===== src/rtl/motor_protect_pkg.sv =====
// Shared definitions for the two-channel motor protection controller:
// per-channel state encoding, default timing constants and a counter-width helper.
package motor_protect_pkg;

    typedef enum logic [2:0] {
        ST_IDLE       = 3'd0,
        ST_WAIT_GRANT = 3'd1,
        ST_RUN        = 3'd2,
        ST_COOL       = 3'd3,
        ST_LOCK       = 3'd4
    } ch_state_e;

    localparam int DEF_OC_FILTER_CYCLES = 20000000;
    localparam int DEF_COOLDOWN_CYCLES  = 100000000;
    localparam int DEF_STAGGER_CYCLES   = 5000000;
    localparam int DEF_MAX_RETRIES      = 3;

    // Bits needed to hold max_val without wrapping (never less than one).
    function automatic int cnt_width(input int max_val);
        return (max_val > 1) ? $clog2(max_val + 1) : 1;
    endfunction

endpackage


===== src/rtl/oc_channel.sv =====
// One motor channel: run/grant sequencing, overcurrent filter, cooldown timer,
// trip counter and lockout.
module oc_channel
    import motor_protect_pkg::*;
#(
    parameter int OC_FILTER_CYCLES = DEF_OC_FILTER_CYCLES,
    parameter int COOLDOWN_CYCLES  = DEF_COOLDOWN_CYCLES,
    parameter int MAX_RETRIES      = DEF_MAX_RETRIES
) (
    input  logic       clock,
    input  logic       reset,
    input  logic       run,
    input  logic       ix,
    input  logic       clear_btn,
    input  logic       grant,
    output logic       req,
    output logic       en,
    output logic       fault,
    output logic [1:0] retry,
    output logic       oc_next
);

    localparam int FW = cnt_width(OC_FILTER_CYCLES);
    localparam int CW = cnt_width(COOLDOWN_CYCLES);
    localparam logic [FW-1:0] FILT_LAST = FW'(OC_FILTER_CYCLES - 1);
    localparam logic [CW-1:0] COOL_LAST = CW'(COOLDOWN_CYCLES - 1);
    localparam logic [1:0]    MAX_R     = 2'(MAX_RETRIES);

    ch_state_e     state_q, state_d;
    logic [FW-1:0] filt_q, filt_d;
    logic [CW-1:0] cool_q, cool_d;
    logic [1:0]    retry_q, retry_d;
    logic          en_q, en_d;
    logic          fault_q, fault_d;
    logic          trip;
    logic [1:0]    retry_inc;

    always_comb begin
        state_d   = state_q;
        filt_d    = '0;
        cool_d    = '0;
        retry_d   = retry_q;
        trip      = (state_q == ST_RUN) && ix && (filt_q == FILT_LAST);
        retry_inc = (retry_q >= MAX_R) ? MAX_R : retry_q + 2'd1;

        case (state_q)
            ST_IDLE: begin
                if (clear_btn) retry_d = '0;
                if (run) state_d = ST_WAIT_GRANT;
            end
            ST_WAIT_GRANT: begin
                if (clear_btn) retry_d = '0;
                if (!run) state_d = ST_IDLE;
                else if (grant) state_d = ST_RUN;
            end
            ST_RUN: begin
                // A trip outranks both a simultaneous clear and a dropped run request.
                if (trip) begin
                    retry_d = retry_inc;
                    state_d = (retry_inc == MAX_R) ? ST_LOCK : ST_COOL;
                end else begin
                    if (ix) filt_d = filt_q + 1'b1;
                    if (clear_btn || !run) retry_d = '0;
                    if (!run) state_d = ST_IDLE;
                end
            end
            ST_COOL: begin
                if (clear_btn) retry_d = '0;
                if (cool_q == COOL_LAST) state_d = run ? ST_WAIT_GRANT : ST_IDLE;
                else cool_d = cool_q + 1'b1;
            end
            ST_LOCK: begin
                if (clear_btn) begin
                    retry_d = '0;
                    state_d = ST_IDLE;
                end
            end
            default: state_d = ST_IDLE;
        endcase

        en_d    = (state_d == ST_RUN);
        fault_d = (state_d == ST_LOCK);
    end

    always_ff @(posedge clock) begin
        if (reset) begin
            state_q <= ST_IDLE;
            filt_q  <= '0;
            cool_q  <= '0;
            retry_q <= '0;
            en_q    <= 1'b0;
            fault_q <= 1'b0;
        end else begin
            state_q <= state_d;
            filt_q  <= filt_d;
            cool_q  <= cool_d;
            retry_q <= retry_d;
            en_q    <= en_d;
            fault_q <= fault_d;
        end
    end

    assign req     = (state_q == ST_WAIT_GRANT) && run;
    assign en      = en_q;
    assign fault   = fault_q;
    assign retry   = retry_q;
    assign oc_next = (state_d == ST_COOL) || (state_d == ST_LOCK);

endmodule


===== src/rtl/motor_protect_ctrl.sv =====
// Two-motor protection controller: two oc_channel instances sharing a
// round-robin start arbiter with a minimum spacing between start grants.
module motor_protect_ctrl
    import motor_protect_pkg::*;
#(
    parameter int OC_FILTER_CYCLES = DEF_OC_FILTER_CYCLES,
    parameter int COOLDOWN_CYCLES  = DEF_COOLDOWN_CYCLES,
    parameter int STAGGER_CYCLES   = DEF_STAGGER_CYCLES,
    parameter int MAX_RETRIES      = DEF_MAX_RETRIES
) (
    input  logic       clock,
    input  logic       reset,
    input  logic       run_a,
    input  logic       run_b,
    input  logic       ia,
    input  logic       ib,
    input  logic       clear_btn,
    output logic       en_a,
    output logic       en_b,
    output logic       fault_a,
    output logic       fault_b,
    output logic [1:0] retry_a,
    output logic [1:0] retry_b,
    output logic       oc
);

    localparam int SW = cnt_width(STAGGER_CYCLES);
    // The grant cycle itself counts toward the spacing, so reload one short.
    localparam logic [SW-1:0] STAG_LOAD = SW'((STAGGER_CYCLES > 0) ? STAGGER_CYCLES - 1 : 0);

    logic [1:0] run_v, ix_v, req_v, grant_v, en_v, fault_v, oc_next_v;
    logic [1:0] retry_v [2];

    logic [SW-1:0] stagger_q, stagger_d;
    logic          prio_b_q, prio_b_d;
    logic          oc_q, oc_d;
    logic          grant_ok;

    assign run_v = {run_b, run_a};
    assign ix_v  = {ib, ia};

    genvar gi;
    generate
        for (gi = 0; gi < 2; gi++) begin : g_ch
            oc_channel #(
                .OC_FILTER_CYCLES (OC_FILTER_CYCLES),
                .COOLDOWN_CYCLES  (COOLDOWN_CYCLES),
                .MAX_RETRIES      (MAX_RETRIES)
            ) u_ch (
                .clock     (clock),
                .reset     (reset),
                .run       (run_v[gi]),
                .ix        (ix_v[gi]),
                .clear_btn (clear_btn),
                .grant     (grant_v[gi]),
                .req       (req_v[gi]),
                .en        (en_v[gi]),
                .fault     (fault_v[gi]),
                .retry     (retry_v[gi]),
                .oc_next   (oc_next_v[gi])
            );
        end
    endgenerate

    always_comb begin
        grant_ok   = (stagger_q == '0);
        grant_v[0] = grant_ok && req_v[0] && (!req_v[1] || !prio_b_q);
        grant_v[1] = grant_ok && req_v[1] && (!req_v[0] || prio_b_q);

        stagger_d = stagger_q;
        if (|grant_v) stagger_d = STAG_LOAD;
        else if (stagger_q != '0) stagger_d = stagger_q - 1'b1;

        prio_b_d = prio_b_q;
        if (grant_v[0]) prio_b_d = 1'b1;
        else if (grant_v[1]) prio_b_d = 1'b0;

        oc_d = |oc_next_v;
    end

    always_ff @(posedge clock) begin
        if (reset) begin
            stagger_q <= '0;
            prio_b_q  <= 1'b0;
            oc_q      <= 1'b0;
        end else begin
            stagger_q <= stagger_d;
            prio_b_q  <= prio_b_d;
            oc_q      <= oc_d;
        end
    end

    assign en_a    = en_v[0];
    assign en_b    = en_v[1];
    assign fault_a = fault_v[0];
    assign fault_b = fault_v[1];
    assign retry_a = retry_v[0];
    assign retry_b = retry_v[1];
    assign oc      = oc_q;

endmodule

===== config.mk =====
export PLATFORM = sky130hd
export DESIGN_NAME = motor_protect_ctrl
export DESIGN_NICKNAME = d
export VERILOG_FILES = /design/src/rtl/motor_protect_pkg.sv /design/src/rtl/oc_channel.sv /design/src/rtl/motor_protect_ctrl.sv
export SDC_FILE = /design/constraint.sdc
export NUM_CORES = 1
export LEC_CHECK = 0
export BUFFER_PORTS_ARGS = -buffer_cell sky130_fd_sc_hd__buf_4
export CORE_ASPECT_RATIO = 2
export CORE_MARGIN = 1.5
export CORE_UTILIZATION = 45
export CTS_BUF_LIST = sky130_fd_sc_hd__clkbuf_4 sky130_fd_sc_hd__clkbuf_8
export DETAILED_ROUTE_END_ITERATION = 16
export PLACE_DENSITY = 0.64
export SETUP_SLACK_MARGIN = 0.15
export SLEW_MARGIN = 10
export SYNTH_ARGS = -nofsm -noshare
export SYNTH_HDL_FRONTEND = slang
export SYNTH_HIERARCHICAL = 1
export SYNTH_SLANG_ARGS = --single-unit

===== constraint.sdc =====
create_clock -name clock -period 6.1 [get_ports clock]
set_clock_uncertainty 0.15 [all_clocks]
set_input_delay 0.305 -clock clock [delete_from_list [all_inputs] [get_ports clock]]
set_output_delay 0.305 -clock clock [all_outputs]
set_load 0.01 [all_outputs]

==> reports/metrics.csv <==
stage,metric,value,unit
layout,num_antenna_cells,0,
logic_synthesis,syn_area_per_cell,8.687,µm²
logic_synthesis,yosys.area_share.adder,1.090,%
global_route,groute.usage.overall,18.55,%
clocking,post_cts_buffers,0,
placed_design,io_buffers,15,
global_route,use_met3,4.092,%
clocking,clk_latency,450,ps
floorplan,fp.coreArea,0.01490,mm²
layout,drive_above_1_share,10.92,%
layout,finalCoreUtilization,49.76,%
clocking,cts_resized,0,
logic_synthesis,synth_top_family_by_area,simple AND/OR/NAND/NOR gates,
clocking,htreeDepth,4,
sta,rsz0062_at_grt,false,
global_route,grt_max_degree,30,
critical_path,worst_ep_arrival_time,2930,ps
floorplan,initial_core_util,46.24,%
sta,setup_violations,0,
critical_path,worst-path-buf-inv,1,
logic_synthesis,ys_warn_count,6,
critical_path,critPathSlowestCell,and2_1,
power_and_ir_drop,pwr_density_cell,325.2,mW/mm²
floorplan,dieArea,0.01611,mm²
logic_synthesis,synthArstFlopShare,0,%
sta,finalHoldViolations,0,
critical_path,required,6320,ps
route,drt_wl_total,14230,µm
clocking,clk_pin_slew_worst_paths,90,ps
global_route,grt_pass1_wl,24350,µm
layout,regArea,0.002863,mm²
route,first_iter_violations,225,
global_route,grt_antenna_before_repair,0,
floorplan,top_level_ports,16,
critical_path,cpPeakStageDelay,410,ps
placed_design,hpwl,10200,µm
logic_synthesis,synthFlopType,dfxtp_1,
critical_path,startpoint_type,register,
route,drtAntennaViolNets,0,
sta,max_slew_margin,39.67,%
status,status,"complete, no violations",
route,vias,5453,
logic_synthesis,synth_simple_gate_area_share,33.11,%
critical_path,crit_path_max_fanout,9,
sta,period_minus_slack,2710,ps
clocking,cts-root-buf,clkbuf_8,
power_and_ir_drop,vdd_ir_drop_max,185.9,µV
route,first_pass_iters,5,
global_route,first_global_vias,5387,
layout,multi_input_area,0.003701,mm²
logic_synthesis,synthMuxAreaShare,0,%
global_route,grt_util_met1,18.70,%
layout,nFillCells,1380,
global_route,gr-max-usage-layer,met2,
sta,setup_tns,0,ps
sta,tightest_slew,904.9,ps
power_and_ir_drop,power_leakage,0.002320,µW
logic_synthesis,ys_types,63,
sta,setup_slack,3390,ps
route,wl_per_cell,14.22,µm
route,routed_via_density,5.448,
critical_path,path_cells,"inv_1, ha_1, nor4b_2, and2_1, and3_1, nand2_1, a21oi_1, nand3b_1, o32a_1, a21oi_1",
floorplan,fp.dieH,178.0,µm
critical_path,crit_type,reg2reg,
floorplan,die_w,90.49,µm
logic_synthesis,yosys-top-cells-area,"dfxtp_1 42%, nor2_1 8.4%, xnor2_1 6.6%",
clocking,clock_sinks,143,
logic_synthesis,synth_compound_area_share,6.302,%
logic_synthesis,synth-edff-count,0,
logic_synthesis,synthXorXnorAreaFrac,13.22,%
sta,drv_slew,0,
critical_path,worstSetupEndpointType,register,
logic_synthesis,ys_seq_elements,143,
logic_synthesis,netlist.area_leader.share,41.55,%
global_route,gr-total-overflow,0,
placed_design,post-place-ws,3457,ps
critical_path,cp_top_family,simple AND/OR/NAND/NOR gates,
clocking,cts_hold_buf,0,
layout,fin_area,0.007413,mm²
placed_design,gp_congestion,0.8536,
min_path,hold_class,in2reg,
clocking,cts_tree,yes,
clocking,cts_inserted_buffers,17,
placed_design,dpl_cell_area,0.007022,mm²
floorplan,rows,63,
flow_run,max_cap_violations,0,
logic_synthesis,syn_nets,806,
layout,area_growth,7.610,%
clocking,clockBufferDepth,2,
route,drc,0,
critical_path,cpMostUsedCell,a21oi_1,
layout,layout.nets,806,
logic_synthesis,postSynthCellCount,793,
logic_synthesis,syn_area,0.006889,mm²
sta,fin_crit_sh,44.42,%
sta,fmax,0.3690,GHz
logic_synthesis,yosysTopAreaCell,dfxtp_1,
global_route,use_met2,35.78,%
logic_synthesis,seq_area_frac_synth,41.55,%
==> kinds of logic (layout without fill, tap and decap cells) <==
kind of cell / after synthesis / count (layout)
fa+ha+maj: 6 / 6
simple gates: 417 / 417
buf+inv: 59 / 72
xor+xnor: 104 / 104
flops: 143 / 143
compound gates: 64 / 64
==> per-stage QoR <==
step,hold WS [ps],instances,total power (µW)
floorplan,224.1,793,1589
global placement,272.8,969,1658
detailed placement,285.4,969,1675
CTS,57.98,1001,2427
global route,85.88,1001,2540
finish,87.90,1001,2411
==> power breakdown <==
part	total (µW)	internal (µW)	switching [µW]
Combinational	583	232	351
Sequential	1080	996	87.6
Clock	745	343	402
==> layout make-up <==
type                    count  area share (%)
inverters                  23           1.165
clock buffers              18           3.257
flip-flops and latches    143           38.62
well taps                 195           3.291
clock inverters            14           2.025
repair buffers             17           1.722
multi-input cells         591           49.92
==> path summary, 6_finish.rpt <==
kind                               start                 endpoint  slack, ps  cells past startpoint
setup reg to reg            stagger_q[0]  g_ch[1].u_ch/state_q[1]       3390                     10
hold reg to reg   g_ch[0].u_ch/cool_q[0]   g_ch[0].u_ch/cool_q[0]        300                      1
setup / recovery            stagger_q[0]  g_ch[1].u_ch/state_q[1]       3390                     10
hold / removal                     reset                       oc         90                      2
==> synth_stat cells (3+ instances only) <==
| cell type | n |
|---|---|
| a211oi_1 | 9 |
| a21oi_1 | 21 |
| a311oi_1 | 3 |
| a31oi_1 | 6 |
| and2_1 | 6 |
| and2_2 | 3 |
| and3_1 | 15 |
| and4_1 | 8 |
| buf_2 | 8 |
| buf_4 | 6 |
| buf_6 | 4 |
| clkbuf_1 | 10 |
| clkbuf_2 | 3 |
| clkbuf_8 | 3 |
| dfxtp_1 | 143 |
| ha_1 | 6 |
| inv_1 | 23 |
| nand2_1 | 43 |
| nand2b_1 | 7 |
| nand3_1 | 47 |
| nand3b_1 | 3 |
| nand4_1 | 30 |
| nand4_2 | 3 |
| nor2_1 | 154 |
| nor3_1 | 21 |
| nor3_2 | 3 |
| nor4_1 | 19 |
| nor4_4 | 3 |
| nor4b_1 | 4 |
| o21ai_0 | 7 |
| o31ai_1 | 3 |
| or2_2 | 4 |
| or3_1 | 14 |
| xnor2_1 | 52 |
| xor2_1 | 52 |
==> placed cells by master (no fill, tap or decap), types with 7 or more instances in the layout <==
cell	n
nor4_1	19
nor2_1	154
nor3_1	21
nand4_1	30
dfxtp_1	143
a211oi_1	9
nand3_1	47
inv_1	23
a21oi_1	21
nand2b_1	7
buf_4	17
clkbuf_8	17
and4_1	8
or3_1	14
xor2_1	52
and3_1	15
o21ai_0	7
xnor2_1	52
nand2_1	43
==> flip-flops by register name, indices dropped and copies added (netlist names) <==
name / cells
g_ch.u_ch/state_q: 6
g_ch.u_ch/fault: 2
g_ch.u_ch/retry: 4
g_ch.u_ch/cool_q: 54
stagger_q: 23
oc: 1
prio_b_q: 1
g_ch.u_ch/filt_q: 50
g_ch.u_ch/en: 2
==> metal layers <==
metal	up-vias	wire (µm)
li1	2765	-
met1	2580	5746
met2	90	7891
met3	18	354
met4	0	238
met5	-	0
Note: power is estimated with default switching activity, not from simulation.
